--- src/rtl/dac_update_arbiter.sv ---
// dac_update_arbiter: shares one AD5541 SPI serializer among NUM_REQ requesters.
// Define DAC_ARB_FIXED_PRIO_EN for fixed lowest-index priority instead of round-robin.
module dac_update_arbiter #(
    parameter int NUM_REQ = 4,
    parameter int DV_HOLD = 2,
    parameter int MIN_GAP = 16,
    parameter int TIMEOUT = 2047
) (
    input  logic                   clk,
    input  logic                   reset_n,
    input  logic [NUM_REQ-1:0]     req,
    input  logic [16*NUM_REQ-1:0]  req_data,
    output logic [NUM_REQ-1:0]     grant,
    output logic                   done,
    output logic                   dac_dv,
    output logic [15:0]            dac_data,
    input  logic                   dac_csn,
    output logic                   busy,
    output logic [2:0]             owner,
    output logic                   timeout_err,
    input  logic                   err_clr
);
    typedef enum logic [2:0] {IDLE, LOAD, WAIT_START, WAIT_END, GAP} state_t;

    localparam logic [11:0] HOLD_LAST = 12'(DV_HOLD - 1);
    localparam logic [11:0] GAP_LAST  = 12'(MIN_GAP == 0 ? 0 : MIN_GAP - 1);
    localparam logic [11:0] TO_LIMIT  = 12'(TIMEOUT);

    state_t               state_q, state_d;
    logic [11:0]          cnt_q, cnt_d;
    logic [NUM_REQ-1:0]   grant_q, grant_d;
    logic                 done_q, done_d;
    logic                 dv_q, dv_d;
    logic                 err_q, err_d;
    logic [15:0]          data_q, data_d;
    logic [2:0]           owner_q, owner_d;
    logic                 csn_meta_q, csn_s_q;
    logic [2:0]           win;
    logic                 found;
    logic [7:0]           req_pad;
    logic [127:0]         data_pad;

    assign req_pad  = 8'(req);
    assign data_pad = 128'(req_data);

`ifdef DAC_ARB_FIXED_PRIO_EN
    always_comb begin
        win   = '0;
        found = 1'b0;
        for (int i = NUM_REQ - 1; i >= 0; i--) begin
            if (req_pad[3'(i)]) begin
                win   = 3'(i);
                found = 1'b1;
            end
        end
    end
`else
    logic [2:0] ptr_q, ptr_d;
    logic [2:0] idx;

    // Search starts just past the last winner so every requester gets a turn.
    always_comb begin
        win   = '0;
        found = 1'b0;
        idx   = '0;
        for (int k = 1; k <= NUM_REQ; k++) begin
            idx = 3'((int'(ptr_q) + k) % NUM_REQ);
            if (!found && req_pad[idx]) begin
                win   = idx;
                found = 1'b1;
            end
        end
    end

    assign ptr_d = (state_q == IDLE && found) ? win : ptr_q;

    always_ff @(posedge clk or negedge reset_n) begin
        if (!reset_n) ptr_q <= 3'(NUM_REQ - 1);
        else          ptr_q <= ptr_d;
    end
`endif

    always_comb begin
        state_d  = state_q;
        cnt_d    = cnt_q;
        grant_d  = '0;
        done_d   = 1'b0;
        dv_d     = dv_q;
        data_d   = data_q;
        owner_d  = owner_q;
        err_d    = err_clr ? 1'b0 : err_q;
        case (state_q)
            IDLE: begin
                if (found) begin
                    state_d = LOAD;
                    cnt_d   = '0;
                    dv_d    = 1'b1;
                    data_d  = data_pad[{win, 4'b0000} +: 16];
                    owner_d = win;
                    for (int i = 0; i < NUM_REQ; i++) grant_d[i] = (win == 3'(i));
                end
            end
            LOAD: begin
                if (cnt_q >= HOLD_LAST) begin
                    dv_d    = 1'b0;
                    state_d = WAIT_START;
                    cnt_d   = '0;
                end else begin
                    cnt_d = cnt_q + 12'd1;
                end
            end
            WAIT_START: begin
                if (!csn_s_q) begin
                    state_d = WAIT_END;
                    cnt_d   = '0;
                end else if (cnt_q == TO_LIMIT) begin
                    err_d   = 1'b1;
                    state_d = GAP;
                    cnt_d   = '0;
                end else begin
                    cnt_d = cnt_q + 12'd1;
                end
            end
            WAIT_END: begin
                if (csn_s_q) begin
                    done_d  = 1'b1;
                    state_d = GAP;
                    cnt_d   = '0;
                end else if (cnt_q == TO_LIMIT) begin
                    err_d   = 1'b1;
                    state_d = GAP;
                    cnt_d   = '0;
                end else begin
                    cnt_d = cnt_q + 12'd1;
                end
            end
            GAP: begin
                if (cnt_q >= GAP_LAST) state_d = IDLE;
                else                   cnt_d   = cnt_q + 12'd1;
            end
            default: state_d = IDLE;
        endcase
    end

    always_ff @(posedge clk or negedge reset_n) begin
        if (!reset_n) begin
            state_q    <= IDLE;
            cnt_q      <= '0;
            grant_q    <= '0;
            done_q     <= 1'b0;
            dv_q       <= 1'b0;
            err_q      <= 1'b0;
            data_q     <= '0;
            owner_q    <= '0;
            csn_meta_q <= 1'b1;
            csn_s_q    <= 1'b1;
        end else begin
            state_q    <= state_d;
            cnt_q      <= cnt_d;
            grant_q    <= grant_d;
            done_q     <= done_d;
            dv_q       <= dv_d;
            err_q      <= err_d;
            data_q     <= data_d;
            owner_q    <= owner_d;
            csn_meta_q <= dac_csn;
            csn_s_q    <= csn_meta_q;
        end
    end

    assign grant       = grant_q;
    assign done        = done_q;
    assign dac_dv      = dv_q;
    assign dac_data    = data_q;
    assign busy        = (state_q != IDLE);
    assign owner       = owner_q;
    assign timeout_err = err_q;
endmodule

--- config.mk ---
export PLATFORM = sky130hd
export DESIGN_NAME = dac_update_arbiter
export DESIGN_NICKNAME = d
export VERILOG_FILES = /design/src/rtl/dac_update_arbiter.sv
export SDC_FILE = /design/constraint.sdc
export NUM_CORES = 1
export LEC_CHECK = 0
export CORE_MARGIN = 3
export CORE_UTILIZATION = 45
export CTS_CLUSTER_SIZE = 16
export DETAILED_ROUTE_END_ITERATION = 6
export PLACE_DENSITY = 0.83
export SETUP_SLACK_MARGIN = 0.1
export SLEW_MARGIN = 20
export SYNTH_ARGS = -nofsm -noshare
export SYNTH_HDL_FRONTEND = slang
export SYNTH_SLANG_ARGS = --single-unit
--- constraint.sdc ---
create_clock -name clk -period 2.2 [get_ports clk]
set_input_delay 0.22 -clock clk [delete_from_list [all_inputs] [get_ports clk]]
set_output_delay 0.22 -clock clk [all_outputs]
set_load 0.05 [all_outputs]
==> summary.md <==
| Metric | Value |
|---|---|
| Static Leak | 1.720 nW |
| Peak supply drop | 0.8118 mV |
| Internal power | 2.644 mW |
| Unrepaired setup endpoints after global routing | false |
| Hold Fails Final Rpt | 0 |
| Crit-path max FO | 4 |
| CP bufs+invs | 1 |
| Clock power frac | 0.132 |
| GRT Resource Usage Total | 0.1903 |
| Min Tclk post-route | 1.969 ns |
| Initial antenna violation count | 0 |
| Clock tree buffer depth | 2 |
| WS Path Type | register to register |
| Critical Path RT | 2.40 ns |
| Fin cells | 435 |
| Routed vias/inst | 5.310 |
| Fill cell count | 429 |
| Flop and latch count out of synthesis | 44 |
| Clk root buf | clkbuf_8 |
| I/O pins | 99 |
| Port Buf Inserts | 97 |
| Element type at the critical path start | register |
| Iteration-0 DRC Markers | 144 |
| Clk_lat worst skew | 0.30 ns |
| Seq/Total Area, Yosys | 0.4208 |
| Ys async rst share | 1.000 |
| Syn Inst Count | 261 |
| Hold crit path type | input port to register |
| Initial Util | 0.4716 |
| Status | finished clean |
| Vias in the first global route | 2062 |
| Area of the core | 0.005574 mm2 |
| Max-slew headroom | 0.6424 |
| DIE HEIGHT | 82.43 um |
| Rows | 27 |
| Setup TNS | 0 ns |
| Layout cells sized above 1 | 0.1433 |
| Pre-Repair DR Iteration Count | 4 |
| Worst path slowest cell | nor4_1 |
| Sequential power share | 0.263 |
| Sw Share | 0.4550 |
| Area grow syn2layout | 45.93% |
| Dpl cells | 426 |
| TritonCTS buffer count | 5 |
| Via count | 2310 |
| # H-tree levels | 2 |
| Number of synthesis warnings | 0 |
| Max cap viols | 0 |
| Post-route DRC violation count | 0 |
| CTS tree | done |
| CP cell instances | nor4_1, nand4_1, and2_1, buf_4, a221o_1 |
| GP Congestion | 0.8323 |
| Gate power share | 0.604 |
| Max Freq | 0.5078 GHz |
| Critical path arrival | 2.17 ns |
| Worst Tran Pin Value | 0.5347 ns |
| Critical path's largest stage delay | 0.48 ns |
| Worst-path clk slew | 0.09 ns |
| Post-Route WL | 6631 um |
| Mapped Area | 0.002629 mm2 |
| Routed len/inst | 15.24 um |
| Detail Placement HPWL | 5064 um |
| TritonCTS Sinks | 44 |
| Post-Syn Nets | 336 |
| Setup violators final | 0 |
| Tot Pwr | 4.851 mW |
| Top FF cell, synth | dfrtp_1 |
| Fin crit share | 0.8951 |
| PwrDens | 1264 mW/mm2 |
| Post-synth EDFFs | 0 |
| Largest net degree at the start of global routing | 45 |
| Syn Area/Cell | 10.07 um2 |
| Commonest non-fill, non-tap cell in the layout | clkdlybuf4s50_1 |
| Crit path max-delay family | simple AND/OR/NAND/NOR gates |
| CP endpoint kind | register |
| Max Slew Vio Count | 0 |
| Antenna cells | 0 |
| Skew final | 0.009910 ns |
| GRT overflow | 0 |
| Antenna-violating nets left | 0 |
| Nets | 437 |
| Synth cell types | 47 |
| Switching pwr | 2.207 mW |
| Commonest cells after routing, fill and taps aside | clkdlybuf4s50_1 (95), dfrtp_1 (40), nand2_1 (32), mux2i_1 (32), mux2_2 (19) |
| Die area | 0.006795 mm2 |
| Die width | 82.43 um |
| First-pass GRT wire length | 9922 um |
[stage by stage]
step	worst slack [ns]	hold WS [ns]	instance area, um2	utilization
2_1_floorplan	0.1901	-0.07559	2629	-
3_3_place_gp	0.06382	0.2148	3701	0.6640
3_5_place_dp	0.02678	0.2160	3701	0.6640
4_1_cts	0.1545	0.3187	3830	0.6871
5_1_grt	0.1010	0.3308	3836	0.6882
6_report	0.2309	0.3252	3836	0.6882
[final cells by class]
type	instances	area [um2]	share of cell area
inverters	6	22.52	0.005871
well taps	72	90.09	0.02348
repair buffers	110	1090	0.2841
multi-input cells	195	1413	0.3682
clock inverters	3	46.29	0.01207
flip-flops and latches	44	1106	0.2883
clock buffers	5	68.82	0.01794
[flip-flops by register name, summed over array words and instances (netlist names)]
signal,flops
dac_data,16
cnt_q,12
grant,4
state_q,3
owner,2
ptr_q,2
csn_meta_q,1
csn_s_q,1
dac_dv,1
done,1
timeout_err,1
[layer usage]
layer / share of wire / GRT usage
met5: 0 / 0
met3: 0.098 / 0.05423
met1: 0.44 / 0.2453
met4: 0.011 / 0.05316
met2: 0.45 / 0.3117
[worst paths after layout]
| path | from | to | slack [ns] | cells after the start |
|---|---|---|---|---|
| worst max-delay path | cnt_q[11] | cnt_q[5] | 0.23 | 5 |
| worst min-delay path | dac_csn | csn_meta_q | 0.33 | 1 |
| worst max register to register | cnt_q[11] | cnt_q[5] | 0.23 | 5 |
| worst min register to register | csn_meta_q | csn_s_q | 0.36 | 0 |
| max in group asynchronous | reset_n | ptr_q[0] | 1.52 | 3 |
| min in group asynchronous | reset_n | cnt_q[6] | 0.41 | 3 |
[what timing repair did]
item,4_1_cts,5_1_grt
pin swaps,0,0
endpoints found under the setup margin,12,11
hold endpoints to repair,40,0
buffers inserted,0,0
resized for setup,2,2
hold buffers,1,0
[power groups by stage]
stage / Sequential, mW / Clock, mW / Combinational, mW
6_report: 1.28 / 0.642 / 2.93
2_1_floorplan: 1.90 / 0 / 1.50
3_3_place_gp: 1.28 / 0 / 2.89
3_5_place_dp: 1.29 / 0 / 2.93
5_1_grt: 1.32 / 0.692 / 3.15
4_1_cts: 1.28 / 0.656 / 2.95
[kinds of logic (layout without fill, tap and decap cells)]
group / count (synthesis) / in the layout / share of synthesized area
buffers and inverters: 22 / 124 / 0.04902
flip-flops: 44 / 44 / 0.4208
AO/OA/AOI/OAI: 49 / 49 / 0.1238
multiplexers: 51 / 51 / 0.2032
other: 1 / 1 / 0.001427
AND/OR/NAND/NOR: 89 / 89 / 0.1804
adder cells (fa/ha/maj): 4 / 4 / 0.01809
XOR/XNOR: 1 / 1 / 0.003332
[synth_stat cells (3+ instances only)]
| library cell | count | area, um2 |
|---|---|---|
| dfstp_2 | 4 | 105.1 |
| ha_1 | 3 | 37.54 |
| a21oi_1 | 3 | 15.01 |
| o21ai_0 | 10 | 50.05 |
| nand2b_1 | 4 | 25.02 |
| mux2_2 | 19 | 214.0 |
| a22o_1 | 8 | 70.07 |
| nand2_1 | 32 | 120.1 |
| buf_6 | 4 | 45.04 |
| o21ai_1 | 16 | 80.08 |
| nand3_1 | 5 | 25.02 |
| mux2i_1 | 32 | 320.3 |
| dfrtp_1 | 40 | 1001 |
| nand4_1 | 3 | 18.77 |
| nor2b_1 | 5 | 31.28 |
| and3_1 | 5 | 31.28 |
| nor2_1 | 14 | 52.55 |
| clkbuf_1 | 4 | 15.01 |
| nor3b_1 | 4 | 30.03 |
| buf_2 | 4 | 20.02 |
| inv_1 | 6 | 22.52 |
| a221o_1 | 3 | 30.03 |
| nor3_1 | 6 | 30.03 |
| buf_4 | 3 | 22.52 |
No activity file was read; power rests on OpenSTA's default activity.
